File: src/rtl/hazard_mc.sv
// hazard_mc: pipeline hazard unit (forwarding, load-use stall, memory-wait stall/timeout); HAZARD_MC_PERF_EN enables perf counters.
// Latency: stall/flush/forward/timeout outputs are combinational from inputs and state (0 cycles); FSM and counters update on clk.
// Backpressure: MemReadyM low freezes F..M for up to MAX_WAIT cycles, then ErrTimeout pulses for one cycle and stalls release.
module hazard_mc #(
    parameter int REG_ADDR_W = 5,
    parameter int MAX_WAIT   = 15,
    parameter int CNT_W      = 32
) (
    input  logic                  clk,
    input  logic                  reset,
    input  logic [REG_ADDR_W-1:0] Rs1D,
    input  logic [REG_ADDR_W-1:0] Rs2D,
    input  logic [REG_ADDR_W-1:0] Rs1E,
    input  logic [REG_ADDR_W-1:0] Rs2E,
    input  logic [REG_ADDR_W-1:0] RdE,
    input  logic                  ResultSrcE_zero,
    input  logic                  PCSrcE,
    input  logic [REG_ADDR_W-1:0] RdM,
    input  logic [REG_ADDR_W-1:0] RdW,
    input  logic                  RegWriteM,
    input  logic                  RegWriteW,
    input  logic                  MemReqM,
    input  logic                  MemReadyM,
    output logic                  StallF,
    output logic                  StallD,
    output logic                  StallE,
    output logic                  StallM,
    output logic                  FlushD,
    output logic                  FlushE,
    output logic                  FlushW,
    output logic [1:0]            ForwardAE,
    output logic [1:0]            ForwardBE,
    output logic                  ErrTimeout,
    output logic [CNT_W-1:0]      PerfStallCnt,
    output logic [CNT_W-1:0]      PerfFlushCnt
);

    localparam int WCNT_W = $clog2(MAX_WAIT + 1);
    localparam logic [WCNT_W-1:0] WCNT_LAST = WCNT_W'(MAX_WAIT - 1);

    localparam logic [1:0] S_IDLE    = 2'd0;
    localparam logic [1:0] S_WAIT    = 2'd1;
    localparam logic [1:0] S_TIMEOUT = 2'd2;

    logic [1:0]        r_state;
    logic [1:0]        w_state_nxt;
    logic [WCNT_W-1:0] r_wcnt;
    logic [WCNT_W-1:0] w_wcnt_nxt;
    logic              w_load_stall;
    logic              w_mem_stall;
    logic [1:0]        w_fwd_a;
    logic [1:0]        w_fwd_b;

    // Memory stage wins over writeback because it holds the younger result.
    function automatic logic [1:0] fwd_sel(
        input logic [REG_ADDR_W-1:0] src,
        input logic [REG_ADDR_W-1:0] rd_m,
        input logic [REG_ADDR_W-1:0] rd_w,
        input logic                  we_m,
        input logic                  we_w
    );
        if (src == '0)
            fwd_sel = 2'b00;
        else if (we_m && (rd_m == src))
            fwd_sel = 2'b10;
        else if (we_w && (rd_w == src))
            fwd_sel = 2'b01;
        else
            fwd_sel = 2'b00;
    endfunction

    assign w_fwd_a = fwd_sel(Rs1E, RdM, RdW, RegWriteM, RegWriteW);
    assign w_fwd_b = fwd_sel(Rs2E, RdM, RdW, RegWriteM, RegWriteW);

    assign w_load_stall = ResultSrcE_zero && (RdE != '0) &&
                          ((RdE == Rs1D) || (RdE == Rs2D));

    // TIMEOUT drops the stall for one cycle so the pipeline can make progress.
    assign w_mem_stall = MemReqM && !MemReadyM && (r_state != S_TIMEOUT);

    always_comb begin
        w_state_nxt = r_state;
        w_wcnt_nxt  = r_wcnt;
        case (r_state)
            S_IDLE: begin
                if (w_mem_stall) begin
                    w_state_nxt = S_WAIT;
                    w_wcnt_nxt  = WCNT_W'(1);
                end
            end
            S_WAIT: begin
                if (MemReadyM || !MemReqM) begin
                    w_state_nxt = S_IDLE;
                    w_wcnt_nxt  = '0;
                end else if (r_wcnt == WCNT_LAST) begin
                    w_state_nxt = S_TIMEOUT;
                    w_wcnt_nxt  = '0;
                end else begin
                    w_wcnt_nxt = r_wcnt + WCNT_W'(1);
                end
            end
            S_TIMEOUT: begin
                w_state_nxt = S_IDLE;
                w_wcnt_nxt  = '0;
            end
            default: begin
                w_state_nxt = S_IDLE;
                w_wcnt_nxt  = '0;
            end
        endcase
    end

    always_ff @(posedge clk) begin
        if (reset) begin
            r_state <= S_IDLE;
            r_wcnt  <= '0;
        end else begin
            r_state <= w_state_nxt;
            r_wcnt  <= w_wcnt_nxt;
        end
    end

    // A branch seen during a memory stall is held in frozen Execute and flushes on release.
    always_comb begin
        StallF     = 1'b0;
        StallD     = 1'b0;
        StallE     = 1'b0;
        StallM     = 1'b0;
        FlushD     = 1'b0;
        FlushE     = 1'b0;
        FlushW     = 1'b0;
        ForwardAE  = 2'b00;
        ForwardBE  = 2'b00;
        ErrTimeout = 1'b0;
        if (reset) begin
            FlushD = 1'b1;
            FlushE = 1'b1;
            FlushW = 1'b1;
        end else begin
            ForwardAE  = w_fwd_a;
            ForwardBE  = w_fwd_b;
            ErrTimeout = (r_state == S_TIMEOUT);
            if (w_mem_stall) begin
                StallF = 1'b1;
                StallD = 1'b1;
                StallE = 1'b1;
                StallM = 1'b1;
                FlushW = 1'b1;
            end else begin
                StallF = w_load_stall;
                StallD = w_load_stall;
                FlushD = PCSrcE;
                FlushE = w_load_stall || PCSrcE;
            end
        end
    end

`ifdef HAZARD_MC_PERF_EN
    logic [CNT_W-1:0] r_perf_stall;
    logic [CNT_W-1:0] r_perf_flush;

    always_ff @(posedge clk) begin
        if (reset) begin
            r_perf_stall <= '0;
            r_perf_flush <= '0;
        end else begin
            if (StallF && !(&r_perf_stall))
                r_perf_stall <= r_perf_stall + CNT_W'(1);
            if (FlushE && !(&r_perf_flush))
                r_perf_flush <= r_perf_flush + CNT_W'(1);
        end
    end

    assign PerfStallCnt = r_perf_stall;
    assign PerfFlushCnt = r_perf_flush;
`else
    assign PerfStallCnt = '0;
    assign PerfFlushCnt = '0;
`endif

endmodule

File: config.mk
export PLATFORM = sky130hd
export DESIGN_NAME = hazard_mc
export DESIGN_NICKNAME = d
export VERILOG_FILES = /design/src/rtl/hazard_mc.sv
export SDC_FILE = /design/constraint.sdc
export NUM_CORES = 1
export LEC_CHECK = 0
export ABC_AREA = 1
export BUFFER_PORTS_ARGS = -buffer_cell sky130_fd_sc_hd__clkbuf_2
export CAP_MARGIN = 10
export CORE_MARGIN = 2
export CORE_UTILIZATION = 35
export CTS_CLUSTER_DIAMETER = 120
export CTS_CLUSTER_SIZE = 8
export DETAILED_ROUTE_END_ITERATION = 7
export GPL_TIMING_DRIVEN = 0
export PLACE_DENSITY_LB_ADDON = 0.25
export SLEW_MARGIN = 20
export SYNTH_ARGS = -nofsm -noshare
export SYNTH_HDL_FRONTEND = slang
export SYNTH_SLANG_ARGS = --single-unit
File: constraint.sdc
create_clock -name clk -period 3.6 [get_ports clk]
set_clock_uncertainty 0.15 [all_clocks]
set_input_delay 0.36 -clock clk [delete_from_list [all_inputs] [get_ports clk]]
set_output_delay 0.36 -clock clk [all_outputs]
set_load 0.02 [all_outputs]
==> results of run 1 <==
==> registers in the layout, indices dropped and copies added (netlist names) <==
register  count
r_state       2
r_wcnt        4
==> critical path, stage by stage, from the launching register on <==
cell and delay [ns]:
sky130_fd_sc_hd__dfxtp_1 0.32, sky130_fd_sc_hd__inv_1 0.13, sky130_fd_sc_hd__nor2_1 0.05, sky130_fd_sc_hd__nor2_1 0.11
sky130_fd_sc_hd__inv_2 0.08, sky130_fd_sc_hd__nor2_4 0.11, sky130_fd_sc_hd__inv_2 0.03, sky130_fd_sc_hd__nand2_1 0.08
sky130_fd_sc_hd__buf_4 0.10, sky130_fd_sc_hd__clkbuf_2 0.15
==> layout by cell type, fill, tap and decap left out, types with 3 or more instances in the layout <==
cell type	synthesis	layout
sky130_fd_sc_hd__buf_4	66	66
sky130_fd_sc_hd__conb_1	1	64
sky130_fd_sc_hd__nand2_1	54	54
sky130_fd_sc_hd__clkbuf_2	0	54
sky130_fd_sc_hd__inv_1	33	33
sky130_fd_sc_hd__nor2_1	19	19
sky130_fd_sc_hd__nand3_1	10	10
sky130_fd_sc_hd__xnor2_1	8	8
sky130_fd_sc_hd__inv_2	6	6
sky130_fd_sc_hd__dfxtp_1	6	6
sky130_fd_sc_hd__nand4_1	5	5
sky130_fd_sc_hd__a21oi_1	5	5
sky130_fd_sc_hd__nor3_1	4	4
sky130_fd_sc_hd__o21ai_0	3	3
sky130_fd_sc_hd__clkbuf_8	0	3
==> worst max-delay path by stage <==
| stage | endpoint | cells past startpoint |
|---|---|---|
| floorplan | StallF | 8 |
| global placement | StallF | 9 |
| detailed placement | StallF | 9 |
| CTS | StallF | 9 |
| global route | StallF | 9 |
| finish | StallF | 9 |
==> synth_stat cells, drive strengths merged <==
cell type and instances:
nor3 5, and3 1, o22ai 2, nor4 1
nand3 10, dfxtp 6, xor2 2, o2111ai 1
inv 39, a21oi 7, xnor2 8, nand4 6
buf 67, ha 2, conb 1, o21ai 3
o21bai 1, nand2 56, a211oi 1, or2 2
nor2 21
==> per-stage QoR <==
| step | setup slack, ns | utilization [%] | area (um2) | std cells |
|---|---|---|---|---|
| after floorplan | 1.85 | - | 1670 | 305 |
| after global placement | 1.71 | 50.5 | 2000 | 409 |
| after detailed placement | 1.74 | 50.5 | 2000 | 409 |
| after CTS | 1.68 | 51.5 | 2050 | 412 |
| after global routing | 1.55 | 51.5 | 2050 | 412 |
| final | 1.69 | 51.5 | 2050 | 412 |
==> report_power, final <==
group / internal [uW] / leakage, uW / switching, uW
clock: 71.8 / 0.0000216 / 28.4
sequential: 68.5 / 0.0000487 / 1.81
combinational: 92.7 / 0.00127 / 131
total: 233 / 0.00134 / 161
==> routing by layer <==
layer | wire length [um] | global-route usage (%) | vias up
li1 | - | - | 855
met1 | 1240 | 14.6 | 609
met2 | 1420 | 21.2 | 85
met3 | 380 | 2.30 | 3
met4 | 18 | 3.00 | 0
met5 | 0 | 0 | -
==> final cells by class <==
class                   count  share of cell area (%)
multi-input cells         193                    44.2
plain buffers              67                    24.5
repair buffers             54                    13.2
inverters                  39                    7.16
flip-flops and latches      6                    5.87
well taps                  50                    3.06
clock buffers               3                    2.02
==> cells by family after synthesis <==
kind of cell | Yosys count | share of synthesized area (%)
buffers and inverters | 106 | 45.1
AND/OR/NAND/NOR | 102 | 31.6
AO/OA/AOI/OAI | 15 | 6.89
XOR/XNOR | 10 | 6.10
flip-flops | 6 | 8.37
adder cells (fa/ha/maj) | 2 | 1.74
other | 1 | 0.261
==> reports/results.ini, run 1 <==
[outcome]
result_of_the_run = finished clean

[critical_path]
crit_path_end_kind = output port
critPathMaxFanout = 4
worstReg2RegEnd = r_wcnt[0]
cp_data_arrival_time_ns = 1.40
critical_path.startpoint_type = flop
worst_r2r_startpoint = r_wcnt[0]
startpoint = r_state[1]
r2r_setup_slack_ns = 2.28
timing.reg2reg.worst_path_depth = 7
worstSetupPathType = flop to output port
worst_ep_required_time_ns = 3.09

[grt]
antenna_found_initial = 0
grt.overflow.total = 0
gr-usage-all-layers_pct = 11.9
first_global_vias = 1145
grt_max_degree = 11
grt_pass1_wl_um = 4400

[cts]
cts.sinks = 6
insertion_delay_ns = 0.22
numCtsBuffers = 3
cts.path.max_buffers = 2
postCtsHoldBufs = 0
clockRootBuffer = sky130_fd_sc_hd__clkbuf_8
tritoncts_clock_tree = built
ctsResizeCount = 0
cts.reportedPaths.clkPinSlew_ns = 0.04
htree_levels = 1
total_setup_buffers_inserted_after_cts = 0

[finish]
antenna-diode-count = 0
nNetsFinal = 409
area.growth.synth_to_final_pct = 42.5
total_area_of_multi_input_combinational_cells_um2 = 905
seq_area_um2 = 120
layout-drive-gt1-share_pct = 38.4
fillerInstances = 420

[sta]
layout_worst_path_cycle_share_pct = 53.1
setup_viol = 0
final_period_minus_worst_setup_slack_ns = 1.91
final-max-slew-violation-count = 0
timing.hold.ws_ns = 0.345
fmax_ghz = 0.523
fin_setup_tns_ns = 0
final_hold_viol_count = 0
rsz_0062_raised_after_global_routing = no

[min_path]
holdPathEnd = r_wcnt[3]
min_delay_path_depth = 2
timing.hold.worst.class = flop to flop
holdCritStartpoint = r_wcnt[3]

[yosys]
mappedNetlistArea_um2 = 1440
most_area_hungry_cell_type_in_the_yosys_netlist = sky130_fd_sc_hd__buf_4
synthTopCellsByArea = sky130_fd_sc_hd__buf_4 35%, sky130_fd_sc_hd__nand2_1 14%, sky130_fd_sc_hd__inv_1 8.6%
syn_warnings = 0
post-synth-top-area-fraction_pct = 34.5
ys_ff_latch = 6
syn-mean-instance-area_um2 = 5.93
netlist_instances = 242
synth_seq_area_share_pct = 8.37
ys_types = 29

[route]
detail_route.drc_violations = 0
via_density_per_instance = 3.77
wire_per_inst_um = 7.41
detailroute.via_count = 1552
detail_route.iter0.violations = 33
drt_pass1_iterations = 5
antenna_violating_nets_post_route = 0
aggregate_routed_wire_length_um = 3050

[die]
core_area_um2 = 3970
io-pin-count = 119
dieWidth_um = 68.0
fp.dieH_um = 68.0
fp-row-count = 23
floorplan.initialDensity_pct = 36.1
die_area_um2 = 4630

[pwr]
ir_drop_v = 0.000145
p_per_area_nw_per_um2 = 192
power.static_leakage_uw = 0.00134
sum_of_internal_switching_and_leakage_power_uw = 394

[placed_design]
dp.final_hpwl_um = 2830
gp_congestion = 0.777
io_buffers = 54

[job]
count_of_maximum_capacitance_violations = 0

Power figures use the tool's default switching activity.
==> run 2: changes to the inputs <==
--- a/config.mk
+++ b/config.mk
@@ -5,7 +5,7 @@
 export SDC_FILE = /design/constraint.sdc
 export NUM_CORES = 1
 export LEC_CHECK = 0
-export ABC_AREA = 1
+export ABC_AREA = 0
 export BUFFER_PORTS_ARGS = -buffer_cell sky130_fd_sc_hd__clkbuf_2
 export CAP_MARGIN = 10
 export CORE_MARGIN = 2
==> constraint.sdc (replaced) <==
create_clock -name clk -period 1.95 [get_ports clk]
set_clock_uncertainty 0.15 [all_clocks]
set_input_delay 0.195 -clock clk [delete_from_list [all_inputs] [get_ports clk]]
set_output_delay 0.195 -clock clk [all_outputs]
set_load 0.02 [all_outputs]
==> reports/results.ini, run 2 <==
[outcome]
result_of_the_run = finished clean  ; unchanged

[finish]
post_layout_nonfiller_instances = 332  ; was 412
mostFrequentLayoutCell = sky130_fd_sc_hd__buf_4  ; unchanged
area.growth.synth_to_final_pct = 46.6  ; was 42.5%
commonest_cells_after_routing_fill_and_taps_aside = 66 x sky130_fd_sc_hd__buf_4, 64 x sky130_fd_sc_hd__conb_1, 54 x sky130_fd_sc_hd__clkbuf_2  ; was 66 x sky130_fd_sc_hd__buf_4, 64 x sky130_fd_sc_hd__conb_1, 54 x sky130_fd_sc_hd__nand2_1, 54 x sky130_fd_sc_hd__clkbuf_2, 33 x sky130_fd_sc_hd__inv_1
largest_register_ff_count = 4  ; unchanged
top_register = r_wcnt  ; unchanged
layout.cell_area.non_filler_um2 = 1870  ; was 2050 um2
layout-drive-gt1-share_pct = 44.8  ; was 38.4%
fillerInstances = 378  ; was 420
top_regs = r_wcnt x4, r_state x2  ; unchanged
nNetsFinal = 333  ; was 409
antenna-diode-count = 0  ; unchanged

[placed_design]
gp_congestion = 0.796  ; was 0.777
io_buffers = 54  ; unchanged
place.detailed.instances = 329  ; was 409
dp.final_hpwl_um = 2500  ; was 2830 um
dpl_cell_area_um2 = 1840  ; was 2000 um2

[yosys]
synth_compound_gate_area_share_pct = 8.25  ; was 6.89%
ys_ff_latch = 6  ; unchanged
synthMuxAreaShare_pct = 0  ; unchanged
post-synth-top-area-fraction_pct = 38.9  ; was 34.5%
synth_adder_area_share_pct = 1.96  ; was 1.74%
ys_types = 33  ; was 29
area_share_of_xor_xnor_cells_in_the_synthesized_design_pct = 19.3  ; was 6.10%
synth_seq_area_share_pct = 9.43  ; was 8.37%
synthTopCellsByArea = sky130_fd_sc_hd__buf_4 39%, sky130_fd_sc_hd__xor2_1 18%, sky130_fd_sc_hd__dfxtp_1 9.4%  ; was sky130_fd_sc_hd__buf_4 35%, sky130_fd_sc_hd__nand2_1 14%, sky130_fd_sc_hd__inv_1 8.6%
mappedNetlistArea_um2 = 1270  ; was 1440 um2
syn-mean-instance-area_um2 = 7.67  ; was 5.93 um2
share_of_flip_flops_with_an_asynchronous_set_or_reset_pct = 0  ; unchanged
basic_gate_share_of_the_synthesized_area_counting_and_or_nand_and_nor_cells_pct = 20.4  ; was 31.6%
netlist_instances = 166  ; was 242
most_frequent_cell_after_synthesis = sky130_fd_sc_hd__buf_4  ; unchanged
synth_cell_count_leaders = 66 x sky130_fd_sc_hd__buf_4, 26 x sky130_fd_sc_hd__xor2_1, 8 x sky130_fd_sc_hd__nor2_1, 8 x sky130_fd_sc_hd__nor3_1, 6 x sky130_fd_sc_hd__dfxtp_1  ; was 66 x sky130_fd_sc_hd__buf_4, 54 x sky130_fd_sc_hd__nand2_1, 33 x sky130_fd_sc_hd__inv_1
synth_edf_count = 0  ; unchanged
main_combinational_cell_family_by_area_after_synthesis = buffers and inverters  ; unchanged
dominantRegCellSynth = sky130_fd_sc_hd__dfxtp_1  ; unchanged
most_area_hungry_cell_type_in_the_yosys_netlist = sky130_fd_sc_hd__buf_4  ; unchanged
syn_warnings = 0  ; unchanged

[critical_path]
crit_path_end_kind = output port  ; unchanged
critPathMaxFanout = 5  ; was 4
worstSetupPathType = flop to output port  ; unchanged
cp_data_arrival_time_ns = 1.50  ; was 1.40 ns
timing.reg2reg.worst_path_depth = 6  ; was 7
worst_ep_required_time_ns = 1.60  ; was 3.09 ns
critical_path.startpoint_type = flop  ; unchanged

[cts]
cts.sinks = 6  ; unchanged
numCtsBuffers = 3  ; unchanged
tritoncts_clock_tree = built  ; unchanged
cts.path.max_buffers = 2  ; unchanged
htree_levels = 1  ; unchanged
postCtsHoldBufs = 0  ; unchanged
clockRootBuffer = sky130_fd_sc_hd__clkbuf_4  ; was sky130_fd_sc_hd__clkbuf_8
cts.reportedPaths.clkPinSlew_ns = 0.05  ; was 0.04 ns
insertion_delay_ns = 0.25  ; was 0.22 ns

[route]
aggregate_routed_wire_length_um = 2730  ; was 3050 um
wl_met3_um = 258  ; was 380 um
wire_per_inst_um = 8.22  ; was 7.41 um
detailroute.via_count = 1216  ; was 1552
drt_pass1_iterations = 4  ; was 5
antenna_violating_nets_post_route = 0  ; unchanged
met2_wirelength_um = 1390  ; was 1420 um
top_signal_layer_used = met4  ; unchanged
met1_wire_length_um = 1070  ; was 1240 um
via_density_per_instance = 3.66  ; was 3.77
detail_route.iter0.violations = 11  ; was 33
detail_route.drc_violations = 0  ; unchanged

[grt]
antenna_found_initial = 0  ; unchanged
grt.overflow.total = 0  ; unchanged
grt_max_degree = 11  ; unchanged
first_global_vias = 1037  ; was 1145
grt_pass1_wl_um = 4090  ; was 4400 um
gr-usage-all-layers_pct = 12.1  ; was 11.9%

[sta]
fin_setup_tns_ns = 0  ; unchanged
fmax_ghz = 0.543
rsz_0062_raised_after_global_routing = no  ; unchanged
setup_viol = 0  ; unchanged
layout_worst_path_cycle_share_pct = 94.5
final-max-slew-violation-count = 0  ; unchanged
final_hold_viol_count = 0  ; unchanged
timing.hold.ws_ns = 0.0481  ; was 0.345 ns
final_period_minus_worst_setup_slack_ns = 1.84

[min_path]
timing.hold.worst.class = input pin to flop  ; was flop to flop
min_delay_path_depth = 2  ; unchanged

[die]
dieWidth_um = 64.3  ; was 68.0 um
fp.dieH_um = 64.3  ; was 68.0 um
floorplan.initialDensity_pct = 37.3  ; was 36.1%
die_area_um2 = 4140  ; was 4630 um2
io-pin-count = 119  ; unchanged
core_area_um2 = 3420  ; was 3970 um2
fp-row-count = 21  ; was 23

[job]
count_of_maximum_capacitance_violations = 0  ; unchanged

[pwr]
ir_drop_v = 0.000124  ; was 0.000145 V
p_per_area_nw_per_um2 = 340  ; was 192 nW/um2
power.static_leakage_uw = 0.00110  ; was 0.00134 uW

run 2: stage by stage:
stage / utilization (%) / total power (uW) / setup slack [ns]
after floorplan: - / 425 / 0.292
after global placement: 53.8 / 509 / 0.120
after detailed placement: 53.8 / 510 / 0.110
after CTS: 54.5 / 633 / 0.0626
after global routing: 54.7 / 676 / 0.00348
final: 54.7 / 634 / 0.108
run 2: area by class of cell:
cell class / instances / area, um2 / area share, %
repair buffers: 54 / 270 / 14.5
plain buffers: 67 / 499 / 26.7
well taps: 46 / 57.6 / 3.08
multi-input cells: 152 / 882 / 47.3
flip-flops and latches: 6 / 120 / 6.43
clock buffers: 3 / 22.5 / 1.21
inverters: 4 / 15.0 / 0.804
run 2: what timing repair did:
item                       in CTS  in global routing
setup endpoints to repair       0                  1
buffers inserted                0                  0
resized for setup               0                  1
run 2: worst paths after layout:
path	from	endpoint	slack, ns
worst min-delay path	reset	r_state[0]	0.05
worst max-delay path	r_state[0]	FlushE	0.11
worst max register to register	r_wcnt[0]	r_wcnt[3]	0.43
worst min register to register	r_wcnt[2]	r_wcnt[2]	0.35
run 2: power breakdown:
| group | leakage, uW | internal (uW) | switching, uW |
|---|---|---|---|
| Clock | 0.0000138 | 70.0 | 50.6 |
| Sequential | 0.0000487 | 126 | 3.05 |
| Combinational | 0.00104 | 169 | 216 |
| Total | 0.00110 | 365 | 270 |
run 2: per-layer routing:
layer	up-vias	track usage (%)
met3	2	3.52
met5	-	0
li1	666	-
met4	0	2.39
met2	60	22.1
met1	488	13.8
run 2: worst max-delay path, stage by stage, from the launching register on:
cell                       delay [ns]
sky130_fd_sc_hd__dfxtp_1         0.43
sky130_fd_sc_hd__nand2b_1        0.16
sky130_fd_sc_hd__nand2_1         0.14
sky130_fd_sc_hd__a21o_1          0.22
sky130_fd_sc_hd__o21bai_1        0.14
sky130_fd_sc_hd__clkbuf_2        0.16
run 2: cell families (layout without fill, tap and decap cells):
kind of cell | count (synthesis) | after routing
other | 1 | 64
AND/OR/NAND/NOR | 42 | 42
buffers and inverters | 71 | 128
AO/OA/AOI/OAI | 16 | 16
XOR/XNOR | 28 | 28
adder cells (fa/ha/maj) | 2 | 2
flip-flops | 6 | 6
==> run 3: changes to the inputs <==
--- a/config.mk
+++ b/config.mk
@@ -10,6 +10,7 @@
 export CAP_MARGIN = 10
 export CORE_MARGIN = 2
 export CORE_UTILIZATION = 35
+export CTS_BUF_LIST = sky130_fd_sc_hd__clkbuf_8
 export CTS_CLUSTER_DIAMETER = 120
 export CTS_CLUSTER_SIZE = 8
 export DETAILED_ROUTE_END_ITERATION = 7
==> reports/results.ini, run 3 (synthesis results as in run 2) <==
[finish]
layout-drive-gt1-share_pct = 44.8  ; unchanged
antenna-diode-count = 0  ; unchanged
top_regs = r_wcnt x4, r_state x2  ; unchanged
mostFrequentLayoutCell = sky130_fd_sc_hd__buf_4  ; unchanged
layout.cell_area.non_filler_um2 = 1890  ; was 1870 um2
top_register = r_wcnt  ; unchanged
largest_register_ff_count = 4  ; unchanged
finalCoreUtilization_pct = 55.2  ; was 54.7%
fillerInstances = 375  ; was 378
nNetsFinal = 333  ; unchanged
commonest_cells_after_routing_fill_and_taps_aside = 66 x sky130_fd_sc_hd__buf_4, 64 x sky130_fd_sc_hd__conb_1, 54 x sky130_fd_sc_hd__clkbuf_2  ; unchanged
area.growth.synth_to_final_pct = 48.0  ; was 46.6%

[route]
via_density_per_instance = 3.66  ; unchanged
detailroute.via_count = 1216  ; unchanged
drt_pass1_iterations = 4  ; unchanged
aggregate_routed_wire_length_um = 2730  ; about the same
detail_route.drc_violations = 0  ; unchanged
detail_route.iter0.violations = 10  ; was 11
wire_per_inst_um = 8.23  ; was 8.22 um
antenna_violating_nets_post_route = 0  ; unchanged

[critical_path]
worstSetupPathType = input pin to output port  ; was flop to output port
worst_ep_required_time_ns = 1.60  ; about the same
r2r_setup_slack_ns = 0.43  ; about the same
critical_path.startpoint_type = input pin  ; was flop
worstReg2RegEnd = r_wcnt[3]  ; unchanged
critPathMaxFanout = 3  ; was 5
worst_r2r_startpoint = r_wcnt[0]  ; unchanged
endpoint = StallF  ; was FlushE
startpoint = RdE[1]  ; was r_state[0]
timing.reg2reg.worst_path_depth = 6  ; unchanged
cp_data_arrival_time_ns = 1.47  ; was 1.50 ns
crit_path_end_kind = output port  ; unchanged

[sta]
timing.hold.ws_ns = 0.0752  ; was 0.0481 ns
final.setup.worst_slack_ns = 0.132  ; was 0.108 ns
final_period_minus_worst_setup_slack_ns = 1.82  ; was 1.84 ns
fin_setup_tns_ns = 0  ; unchanged
final_hold_viol_count = 0  ; unchanged
rsz_0062_raised_after_global_routing = no  ; unchanged
layout_worst_path_cycle_share_pct = 93.2  ; was 94.5%
fmax_ghz = 0.550  ; was 0.543 GHz
setup_viol = 0  ; unchanged
final-max-slew-violation-count = 0  ; unchanged

[cts]
clockRootBuffer = sky130_fd_sc_hd__clkbuf_8  ; was sky130_fd_sc_hd__clkbuf_4
postCtsHoldBufs = 0  ; unchanged
tritoncts_clock_tree = built  ; unchanged
cts.reportedPaths.clkPinSlew_ns = 0.04  ; was 0.05 ns
ctsResizeCount = 0  ; unchanged
numCtsBuffers = 3  ; unchanged
cts.sinks = 6  ; unchanged
cts.path.max_buffers = 2  ; unchanged
htree_levels = 1  ; unchanged
insertion_delay_ns = 0.23  ; was 0.25 ns
total_setup_buffers_inserted_after_cts = 0  ; unchanged

[die]
dieWidth_um = 64.3  ; unchanged
fp.dieH_um = 64.3  ; unchanged
core_area_um2 = 3420  ; unchanged
fp-row-count = 21  ; unchanged
io-pin-count = 119  ; unchanged
die_area_um2 = 4140  ; unchanged
floorplan.initialDensity_pct = 37.3  ; unchanged

[pwr]
power.share.sequential_pct = 18.3  ; was 20.3%
clock_power_share_pct = 27.0  ; was 19.0%
combinationalPowerShare_pct = 54.6  ; was 60.7%
total_switching_power_uw = 276  ; was 270 uW
p_per_area_nw_per_um2 = 374  ; was 340 nW/um2
power.switching_fraction_pct = 39.2  ; was 42.5%
ir_drop_v = 0.000166  ; was 0.000124 V
power.static_leakage_uw = 0.00111  ; was 0.00110 uW
internal_power_uw = 428  ; was 365 uW

[placed_design]
gp_congestion = 0.796  ; unchanged
dpl_cell_area_um2 = 1840  ; unchanged
dp.final_hpwl_um = 2500  ; unchanged
post-place-ws_ns = 0.110  ; unchanged
io_buffers = 54  ; unchanged

[outcome]
result_of_the_run = finished clean  ; unchanged

[min_path]
timing.hold.worst.class = input pin to flop  ; unchanged
holdCritStartpoint = reset  ; unchanged

[grt]
gr-usage-all-layers_pct = 12.2  ; was 12.1%
antenna_found_initial = 0  ; unchanged
grt_pass1_wl_um = 4100  ; was 4090 um
first_global_vias = 1037  ; unchanged
grt.overflow.total = 0  ; unchanged
grt_max_degree = 11  ; unchanged

[job]
count_of_maximum_capacitance_violations = 0  ; unchanged

run 3: layout make-up:
| type | instances | area (um2) | share of cell area [%] |
|---|---|---|---|
| Timing Repair Buffer | 54 | 270 | 14.3 |
| Tap cell | 46 | 57.6 | 3.05 |
| Inverter | 4 | 15.0 | 0.796 |
| Sequential cell | 6 | 120 | 6.37 |
| Clock buffer | 3 | 41.3 | 2.19 |
| Buffer | 67 | 499 | 26.5 |
| Multi-Input combinational cell | 152 | 882 | 46.8 |
run 3: critical path, stage by stage:
cell                       delay (ns)
sky130_fd_sc_hd__clkbuf_2        0.11
sky130_fd_sc_hd__or4_1           0.53
sky130_fd_sc_hd__o21ai_1         0.15
sky130_fd_sc_hd__or2_2           0.13
sky130_fd_sc_hd__o22ai_2         0.06
sky130_fd_sc_hd__buf_4           0.15
sky130_fd_sc_hd__clkbuf_2        0.14
run 3: worst min path at each step:
stage	to	cells past startpoint
floorplan	r_state[0]	1
global placement	r_state[0]	2
detailed placement	r_state[0]	2
CTS	r_state[0]	2
global route	r_state[0]	2
finish	r_state[0]	2
run 3: layer usage:
| layer | GRT usage, % | part of all wire [%] |
|---|---|---|
| met5 | 0 | 0 |
| met4 | 2.39 | 0.37 |
| met3 | 4.05 | 9.7 |
| met2 | 22.1 | 51 |
| met1 | 13.8 | 39 |
run 3: through the flow:
step	instances	total power [uW]
floorplan	229	425
global placement	329	509
detailed placement	329	510
CTS	332	704
global route	332	749
finish	332	704
run 3: power groups by stage:
stage / clock network [uW] / logic, uW / registers [uW]
floorplan: 0 / 295 / 130
global placement: 0 / 378 / 131
detailed placement: 0 / 379 / 131
CTS: 196 / 380 / 129
global route: 204 / 415 / 130
finish: 190 / 385 / 129
